### config.mk
export PLATFORM = sky130hd
export DESIGN_NAME = scan_8seg
export DESIGN_NICKNAME = d
export VERILOG_FILES = /design/src/rtl/scan_8seg.sv
export SDC_FILE = /design/constraint.sdc
export NUM_CORES = 1
export LEC_CHECK = 0
export BUFFER_PORTS_ARGS = -buffer_cell sky130_fd_sc_hd__buf_2
export CELL_PAD_IN_SITES_DETAIL_PLACEMENT = 1
export CELL_PAD_IN_SITES_GLOBAL_PLACEMENT = 1
export CORE_ASPECT_RATIO = 0.8
export CORE_UTILIZATION = 39
export CTS_CLUSTER_DIAMETER = 120
export DETAILED_ROUTE_END_ITERATION = 8
export GPL_ROUTABILITY_DRIVEN = 0
export PLACE_DENSITY = 0.85
export SYNTH_ARGS = -nofsm -noshare
export SYNTH_HDL_FRONTEND = slang
export SYNTH_SLANG_ARGS = --single-unit
### constraint.sdc
create_clock -name clk -period 2.4 [get_ports clk]
set_input_delay 0.48 -clock clk [delete_from_list [all_inputs] [get_ports clk]]
set_output_delay 0.48 -clock clk [all_outputs]
set_load 0.02 [all_outputs]
### src/rtl/scan_8seg.sv
// Time-multiplexed scan controller for a bank of common-cathode 8-segment digits.
// Optional leading-zero blanking: define SCAN_8SEG_LZB_EN.
module scan_8seg #(
  parameter int DIGITS   = 4,
  parameter int PRESCALE = 1000,
  parameter int BLANK    = 16
) (
  input  logic                  clk,
  input  logic                  rst,
  input  logic                  en,
  input  logic [4*DIGITS-1:0]   value,
  input  logic [DIGITS-1:0]     dots,
  input  logic                  load,
  output logic [3:0]            tetrade,
  output logic                  dot,
  output logic                  oe,
  output logic [DIGITS-1:0]     digit_sel,
  output logic                  frame
);
  localparam int CW = $clog2(PRESCALE);
  localparam int DW = (DIGITS > 1) ? $clog2(DIGITS) : 1;
  localparam logic [CW-1:0] CNT_LAST = CW'(PRESCALE - 1);
  localparam logic [DW-1:0] DIG_LAST = DW'(DIGITS - 1);

  typedef enum logic [1:0] {S_IDLE, S_BLANK, S_SHOW} state_t;

  state_t              state, nxt_state;
  logic [CW-1:0]       cnt, nxt_cnt;
  logic [DW-1:0]       dig, nxt_dig;
  logic [4*DIGITS-1:0] pv, nxt_pv, shv, nxt_shv;
  logic [DIGITS-1:0]   pd, nxt_pd, shd, nxt_shd;
  logic                pvalid, nxt_pvalid;

  logic [3:0]          o_tet;
  logic                o_dot, o_oe, o_frame;
  logic [DIGITS-1:0]   o_sel;
  logic                last_cnt, bnd;

  assign last_cnt = (cnt == CNT_LAST);
  assign bnd      = last_cnt && (dig == DIG_LAST);

  always_ff @(posedge clk) begin
    if (rst) begin
      state     <= S_IDLE;
      cnt       <= '0;
      dig       <= '0;
      pv        <= '0;
      pd        <= '0;
      pvalid    <= 1'b0;
      shv       <= '0;
      shd       <= '0;
      tetrade   <= '0;
      dot       <= 1'b0;
      oe        <= 1'b0;
      digit_sel <= '0;
      frame     <= 1'b0;
    end else begin
      state     <= nxt_state;
      cnt       <= nxt_cnt;
      dig       <= nxt_dig;
      pv        <= nxt_pv;
      pd        <= nxt_pd;
      pvalid    <= nxt_pvalid;
      shv       <= nxt_shv;
      shd       <= nxt_shd;
      tetrade   <= o_tet;
      dot       <= o_dot;
      oe        <= o_oe;
      digit_sel <= o_sel;
      frame     <= o_frame;
    end
  end

  always_comb begin
    nxt_state  = state;
    nxt_cnt    = cnt;
    nxt_dig    = dig;
    nxt_pv     = pv;
    nxt_pd     = pd;
    nxt_pvalid = pvalid;
    nxt_shv    = shv;
    nxt_shd    = shd;
    case (state)
      S_IDLE: begin
        nxt_cnt    = '0;
        nxt_dig    = '0;
        nxt_pvalid = 1'b0;
        if (load) begin
          nxt_shv = value;
          nxt_shd = dots;
        end
        if (en) nxt_state = (BLANK > 0) ? S_BLANK : S_SHOW;
      end
      default: begin
        if (!en) begin
          // Leaving the scan: whatever was pending becomes the displayed value.
          nxt_state  = S_IDLE;
          nxt_cnt    = '0;
          nxt_dig    = '0;
          nxt_pvalid = 1'b0;
          if (load) begin
            nxt_shv = value;
            nxt_shd = dots;
          end else if (pvalid) begin
            nxt_shv = pv;
            nxt_shd = pd;
          end
        end else begin
          if (bnd) begin
            nxt_pvalid = 1'b0;
            if (load) begin
              nxt_shv = value;
              nxt_shd = dots;
            end else if (pvalid) begin
              nxt_shv = pv;
              nxt_shd = pd;
            end
          end else if (load) begin
            nxt_pv     = value;
            nxt_pd     = dots;
            nxt_pvalid = 1'b1;
          end
          if (last_cnt) begin
            nxt_cnt = '0;
            nxt_dig = (dig == DIG_LAST) ? '0 : dig + 1'b1;
          end else begin
            nxt_cnt = cnt + 1'b1;
          end
          nxt_state = (int'(nxt_cnt) < BLANK) ? S_BLANK : S_SHOW;
        end
      end
    endcase
  end

  // Outputs are derived from next-cycle state so the registers line up with it.
  always_comb begin
    o_tet   = '0;
    o_dot   = 1'b0;
    o_oe    = 1'b0;
    o_sel   = '0;
    o_frame = (nxt_state != S_IDLE) && (nxt_dig == DIG_LAST) && (nxt_cnt == CNT_LAST);
`ifdef SCAN_8SEG_LZB_EN
    begin
      logic allz;
      allz = 1'b1;
      for (int i = DIGITS - 1; i >= 0; i--) begin
        allz = allz && (nxt_shv[4*i +: 4] == 4'd0) && !nxt_shd[i];
        if (nxt_state == S_SHOW && nxt_dig == DW'(i)) begin
          o_tet = nxt_shv[4*i +: 4];
          o_dot = nxt_shd[i];
          if (!(allz && i != 0)) begin
            o_oe     = 1'b1;
            o_sel[i] = 1'b1;
          end
        end
      end
    end
`else
    for (int i = 0; i < DIGITS; i++) begin
      if (nxt_state == S_SHOW && nxt_dig == DW'(i)) begin
        o_tet    = nxt_shv[4*i +: 4];
        o_dot    = nxt_shd[i];
        o_oe     = 1'b1;
        o_sel[i] = 1'b1;
      end
    end
`endif
  end
endmodule

Word level (Yosys, flattened, before mapping)

Index checks and enable logic that the tools add are counted.

Register bits after elaboration: 66
Bits in latches: 0
RAM bits: 0
Bits in read-only memories: 0
Input port bits: 24
Output and inout bits: 11
Word-level logic and storage cells: 78
Memories kept: 0

$add $sub $neg: 2
Multiply operators: 0
Div/mod/pow operators: 0
$lt $le $gt $ge: 1
Eq/ne operators: 7
Shift-type cells: 0
Muxes and demuxes: 40
Bitwise gates (word level): 3
Reduce and logical (&&, ||, !) cells: 12

Operator list:

| kind                                                         | number |
|---|---|
| 2-to-1 mux 16 bit                                            | 6 |
| 2-to-1 mux 10 bit                                            | 5 |
| 2-to-1 mux 4 bit                                             | 10 |
| == test 10 bit (second input constant)                       | 2 |
| 2-to-1 mux 2 bit                                             | 8 |
| 2-to-1 mux 1 bit                                             | 11 |
| adder 10 x 1 -> 10 bit (second input constant)               | 1 |
| less-than comparator 10 x 5 -> 1 bit (second input constant) | 1 |
| == test 2 bit (second input constant)                        | 4 |
| logical AND 1 bit                                            | 7 |
| logical NOT 2 bit                                            | 2 |
| AND reduction 4 bit                                          | 1 |
| OR reduction 4 bit                                           | 1 |
| inverter 1 bit                                               | 3 |
| adder 2 x 1 -> 2 bit (second input constant)                 | 1 |
| == test 2 x 1 -> 1 bit (second input constant)               | 1 |
| nonzero test 2 bit                                           | 1 |

Logic depth before layout (Yosys ltp)

Word-level depth: 14
Mapped depth: 9
Depth with buffers taken out: 8

Worst setup path after synthesis

Ideal clock, no wire load.

Path type: reg-to-reg
Start point: register cnt[3]
End point: register dot
Library setup time: 0.138 ns
Data arrival time: 2.265 ns
Required time: 2.262 ns
Setup slack: -0.002 ns
Cell stages (with the launch flop): 10
Path buffers: 3
Period minus slack after synthesis: 2.402 ns
Cell sequence: dfxtp_1 -> buf_2 -> or3b_1 -> buf_2 -> o41ai_4 -> o21ai_1 -> buf_2 -> a222oi_1 -> and2_1 -> a2111oi_2

Cells in the longest elaborated chain, start to end: 14
Elaborated cells between the ends (all ways): 29
Classes of those cells: 1 x add/sub; 1 x order compare; 5 x eq/ne; 16 x mux; 6 x reduce/logical

RTL lines:

| item                                                     | RTL line | source |
|---|---|---|
| start, declared                                          | 28       | `logic [CW-1:0] cnt, nxt_cnt;` |
| start signal, assigned                                   | 59       | `cnt <= nxt_cnt;` |
| adder 10 x 1 -> 10 bit or == test 10 bit (tied branches) | 127, 39  |  |
| 2-to-1 mux 10 bit                                        | 123      | `if (last_cnt) begin` |
| 2-to-1 mux 10 bit                                        | 95       | `if (!en) begin` |
| 2-to-1 mux 10 bit                                        | 83       | `case (state)` |
| less-than comparator 10 x 5 -> 1 bit                     | 129      | `nxt_state = (int'(nxt_cnt) < BLANK) ? S_BLANK : S_SHOW;` |
| 2-to-1 mux 2 bit                                         | 129      |  |
| 2-to-1 mux 2 bit                                         | 95       |  |
| 2-to-1 mux 2 bit                                         | 83       |  |
| == test 2 bit                                            | 160      | `if (nxt_state == S_SHOW && nxt_dig == DW'(i)) begin` |
| logical AND 1 bit                                        | 160      |  |
| 2-to-1 mux 1 bit (3 in series)                           | 160      |  |
| 2-to-1 mux 1 bit (*)                                     | 160      |  |
| end signal, assigned                                     | 67       | `dot <= o_dot;` |
| end, declared                                            | 15       | `output logic dot,` |

Every way passes the cells marked *; elsewhere a longest branch is shown, timed or not. The select of a mux whose other input is x is not followed.
A chain may end at the register's enable or synchronous reset.

Worst setup path in the final report

Start point: register cnt[9]
End point: register tetrade[2]

Cells in the longest elaborated chain, start to end: 14
Elaborated cells between the ends (all ways): 29
Classes of those cells: 1 x add/sub; 1 x order compare; 5 x eq/ne; 16 x mux; 6 x reduce/logical

RTL lines:

| item                                                     | RTL line | source |
|---|---|---|
| adder 10 x 1 -> 10 bit or == test 10 bit (tied branches) | 127, 39  |  |
| 2-to-1 mux 10 bit                                        | 123      |  |
| 2-to-1 mux 10 bit                                        | 95       |  |
| 2-to-1 mux 10 bit                                        | 83       |  |
| less-than comparator 10 x 5 -> 1 bit                     | 129      |  |
| 2-to-1 mux 2 bit                                         | 129      |  |
| 2-to-1 mux 2 bit                                         | 95       |  |
| 2-to-1 mux 2 bit                                         | 83       |  |
| == test 2 bit                                            | 160      |  |
| logical AND 1 bit                                        | 160      |  |
| 2-to-1 mux 4 bit (3 in series)                           | 160      |  |
| 2-to-1 mux 4 bit (*)                                     | 160      |  |
| end signal, assigned                                     | 66       | `tetrade <= o_tet;` |
| end, declared                                            | 14       | `output logic [3:0] tetrade,` |

Marks and branches as above.

==> impl_metrics.py <==
metrics = {
    "routing": {
        "ant_nets": 0,
        "vias": 3434,
        "avgRoutedWirePerCell_um": 21.60,
        "drt_iter0_drc": 309,
        "wl_mm": 12.25,
        "drcViolationCount": 0,
        "post_drt_via_cell_ratio": 6.056,
        "first_pass_iters": 7,
    },
    "yosys": {
        "avgSynthCellArea_sq_um": 8.222,
        "synthCells": 378,
        "ys_types": 56,
        "synth_area_leaders": "dfxtp_1 43%, nand2_1 7.9%, a21oi_1 5.2%",
        "ys_seq_area_share_pct": 42.51,
        "synth-edff-count": 0,
        "yosysTopAreaCell": "dfxtp_1",
        "syn_nets": 404,
        "yosysMostFrequentCell": "dfxtp_1",
        "synth_top_area_share_pct": 42.51,
        "yosys_most_used_dff": "dfxtp_1",
        "synth_common_cells": "66 x dfxtp_1, 65 x nand2_1, 39 x nor2_1",
        "netlist_area_sq_um": 3108,
        "async_flop_share_pct": 0,
        "ys_ff_latch": 66,
        "yosys_warnings": 0,
    },
    "timing": {
        "tns_ns": -0.02870,
        "worst_pin_slew_ns": 0.6445,
        "finalCritPeriodShare_pct": 101.2,
        "fin_crit_ns": 2.429,
        "setup_viol_count_final": 1,
        "drv_slew": 0,
        "fmaxAchievable_mhz": 411.7,
        "finalWorstSetupSlack_ns": -0.02870,
        "max_slew_margin_pct": 56.58,
        "fin_skew_ns": 0.009514,
        "hold_viol": 0,
        "rsz0062_at_grt": "true",
    },
    "clocking": {
        "clk_pin_slew_ns": 0.08,
        "clk_latency_ns": 0.35,
        "clockBufferDepth": 2,
        "cts-root-buf": "clkbuf_8",
        "cts_tree": "yes",
        "clkSinkCount": 66,
        "cts_inserted_buffers": 9,
        "cts-htree-levels": 3,
    },
    "setup_path": {
        "regToRegStartpoint": "cnt[9]$_SDFF_PP0_",
        "path_delay_family": "compound AO/OA/AOI/OAI gates",
        "cp-startpoint": "cnt[9]$_SDFF_PP0_",
        "end_kind": "flip-flop",
        "max_stage_delay_ns": 0.41,
        "crit_top_cell": "buf_4",
        "critical_path_class": "reg -> reg",
        "worst_ep_arrival_time_ns": 2.68,
        "critPathRequiredTime_ns": 2.65,
        "cp-start-kind": "flip-flop",
        "path_max_fanout": 5,
        "worst-path-buf-inv": 2,
        "slowest_stage": "or3b_4",
        "path_cells": "or3b_4, buf_4, o41ai_4, buf_4, nand3b_1, and4_1, a221o_1, a211oi_1",
    },
    "global_routing": {
        "grt_overflow": 0,
        "track_usage_pct": 28.01,
        "grt_max_degree": 32,
        "grt_pass1_wl_mm": 17.23,
        "grt_pass1_vias": 3322,
        "grt_antenna_before_repair": 0,
    },
    "floorplanning": {
        "die_w_um": 101.8,
        "die_area_sq_um": 8332,
        "io_pins": 35,
        "initial_core_util_pct": 41.07,
        "die_h_um": 81.85,
        "row_count": 28,
        "core_area_sq_um": 7567,
    },
    "outcome": {
        "violations": "negative setup slack",
        "status": "finished with violations",
    },
    "run": {
        "max_cap_viol_count": 0,
    },
    "place": {
        "hpwl_mm": 7.960,
        "post_dp_cell_area_sq_um": 3709,
        "io_buffers": 34,
    },
    "final_layout": {
        "fillers": 939,
        "drive_gt1_share_pct": 28.35,
        "syn_to_final_growth_pct": 29.67,
        "fin_area_sq_um": 4030,
        "diodes": 0,
        "final_nets": 483,
        "final_util_pct": 53.26,
    },
    "hold_path": {
        "hold_path.startpoint": "value[4]",
        "hold_class": "in -> reg",
    },
    "power": {
        "ir_drop_mv": 0.2717,
        "power_density_nw_per_um2": 563.2,
        "leakage_nw": 1.570,
        "finalPower_mw": 2.270,
    },
}
-- cells in the final DEF (no fill, tap or decap), types with 3 or more instances in the layout --
cell,count
a211oi_1,4
a222oi_1,3
a22oi_1,5
nor4_1,5
a2111oi_2,3
nand4_1,4
clkbuf_8,12
nand3b_1,3
xnor2_1,3
a22o_1,3
inv_1,14
a2111oi_4,3
nor2_1,39
xor2_1,3
a221o_1,3
a21oi_1,32
buf_2,34
nor3_1,6
nand3_1,10
dfxtp_1,65
buf_4,55
o21ai_0,13
and2_1,6
and3_1,5
nand2_1,64
o31ai_1,4
a31oi_1,4
-- logic make-up (layout without fill, tap and decap cells) --
group,count (synthesis),after routing,synth area share [%]
adders and majority gates,2,2,0.8050
muxes,3,3,0.9662
xor gates and xnor gates,6,6,1.691
AOI/OAI and AO/OA,102,102,24.84
and+or+nand+nor,164,164,24.56
DFF,66,66,42.51
buffers and inverters,35,119,4.629
-- path summary, 6_finish.rpt --
kind / to / slack (ns) / cells after the start
worst max-delay path: tetrade[2]$_SDFF_PP0_ / -0.03 / 8
worst min-delay path: pv[4]$_SDFFE_PP0P_ / 0.38 / 3
worst max register to register: tetrade[2]$_SDFF_PP0_ / -0.03 / 8
worst min register to register: pd[0]$_SDFFE_PP0P_ / 0.47 / 2
-- through the flow --
| stage | setup WS, ns | instances | hold slack, ns |
|---|---|---|---|
| 2_1_floorplan | -0.002248 | 378 | 0.4334 |
| 3_3_place_gp | -0.004572 | 548 | 0.4427 |
| 3_5_place_dp | -0.1754 | 548 | 0.4580 |
| 4_1_cts | -0.01845 | 566 | 0.3677 |
| 5_1_grt | -0.1131 | 567 | 0.3837 |
| 6_report | -0.02870 | 567 | 0.3810 |
-- power by group --
| group | internal [mW] | switching [mW] | leakage (nW) |
|---|---|---|---|
| Sequential | 1.12 | 0.0183 | 0.537 |
| Combinational | 0.0834 | 0.132 | 0.939 |
| Clock | 0.456 | 0.455 | 0.0944 |
-- metal layers --
layer | global-route usage [%] | wire length (um) | share of wire, %
met5 | 0 | 0 | 0
met4 | 10.29 | 448 | 3.7
met3 | 8.000 | 1023 | 8.4
met2 | 45.27 | 5764 | 47
met1 | 35.59 | 5007 | 41
-- flip-flops by register name, indices dropped and copies added (netlist names), 2 cells and up --
signal     flops
cnt           10
dig            2
digit_sel      4
pd             4
pv            16
shd            4
shv           16
state          2
tetrade        4
-- tightest hold or removal path: stages --
cell and delay, ns:
buf_2 0.11, nand2_1 0.05, a21oi_1 0.05
-- cell type report --
cell class	instances	area [sq um]	share of cell area, %
multi-input cells	277	1750	43.43
flip-flops and latches	66	1323	32.82
repair buffers	89	583.1	14.47
clock buffers	12	165.2	4.098
well taps	105	131.4	3.260
inverters	14	52.55	1.304
clock inverters	4	25.02	0.6209
-- what timing repair did --
item,4_1_cts,5_1_grt
hold buffers,0,0
setup endpoints to repair,5,5
buffers inserted,2,1
resized for setup,6,17
pin swaps,4,2
(Power assumes the default switching activity.)
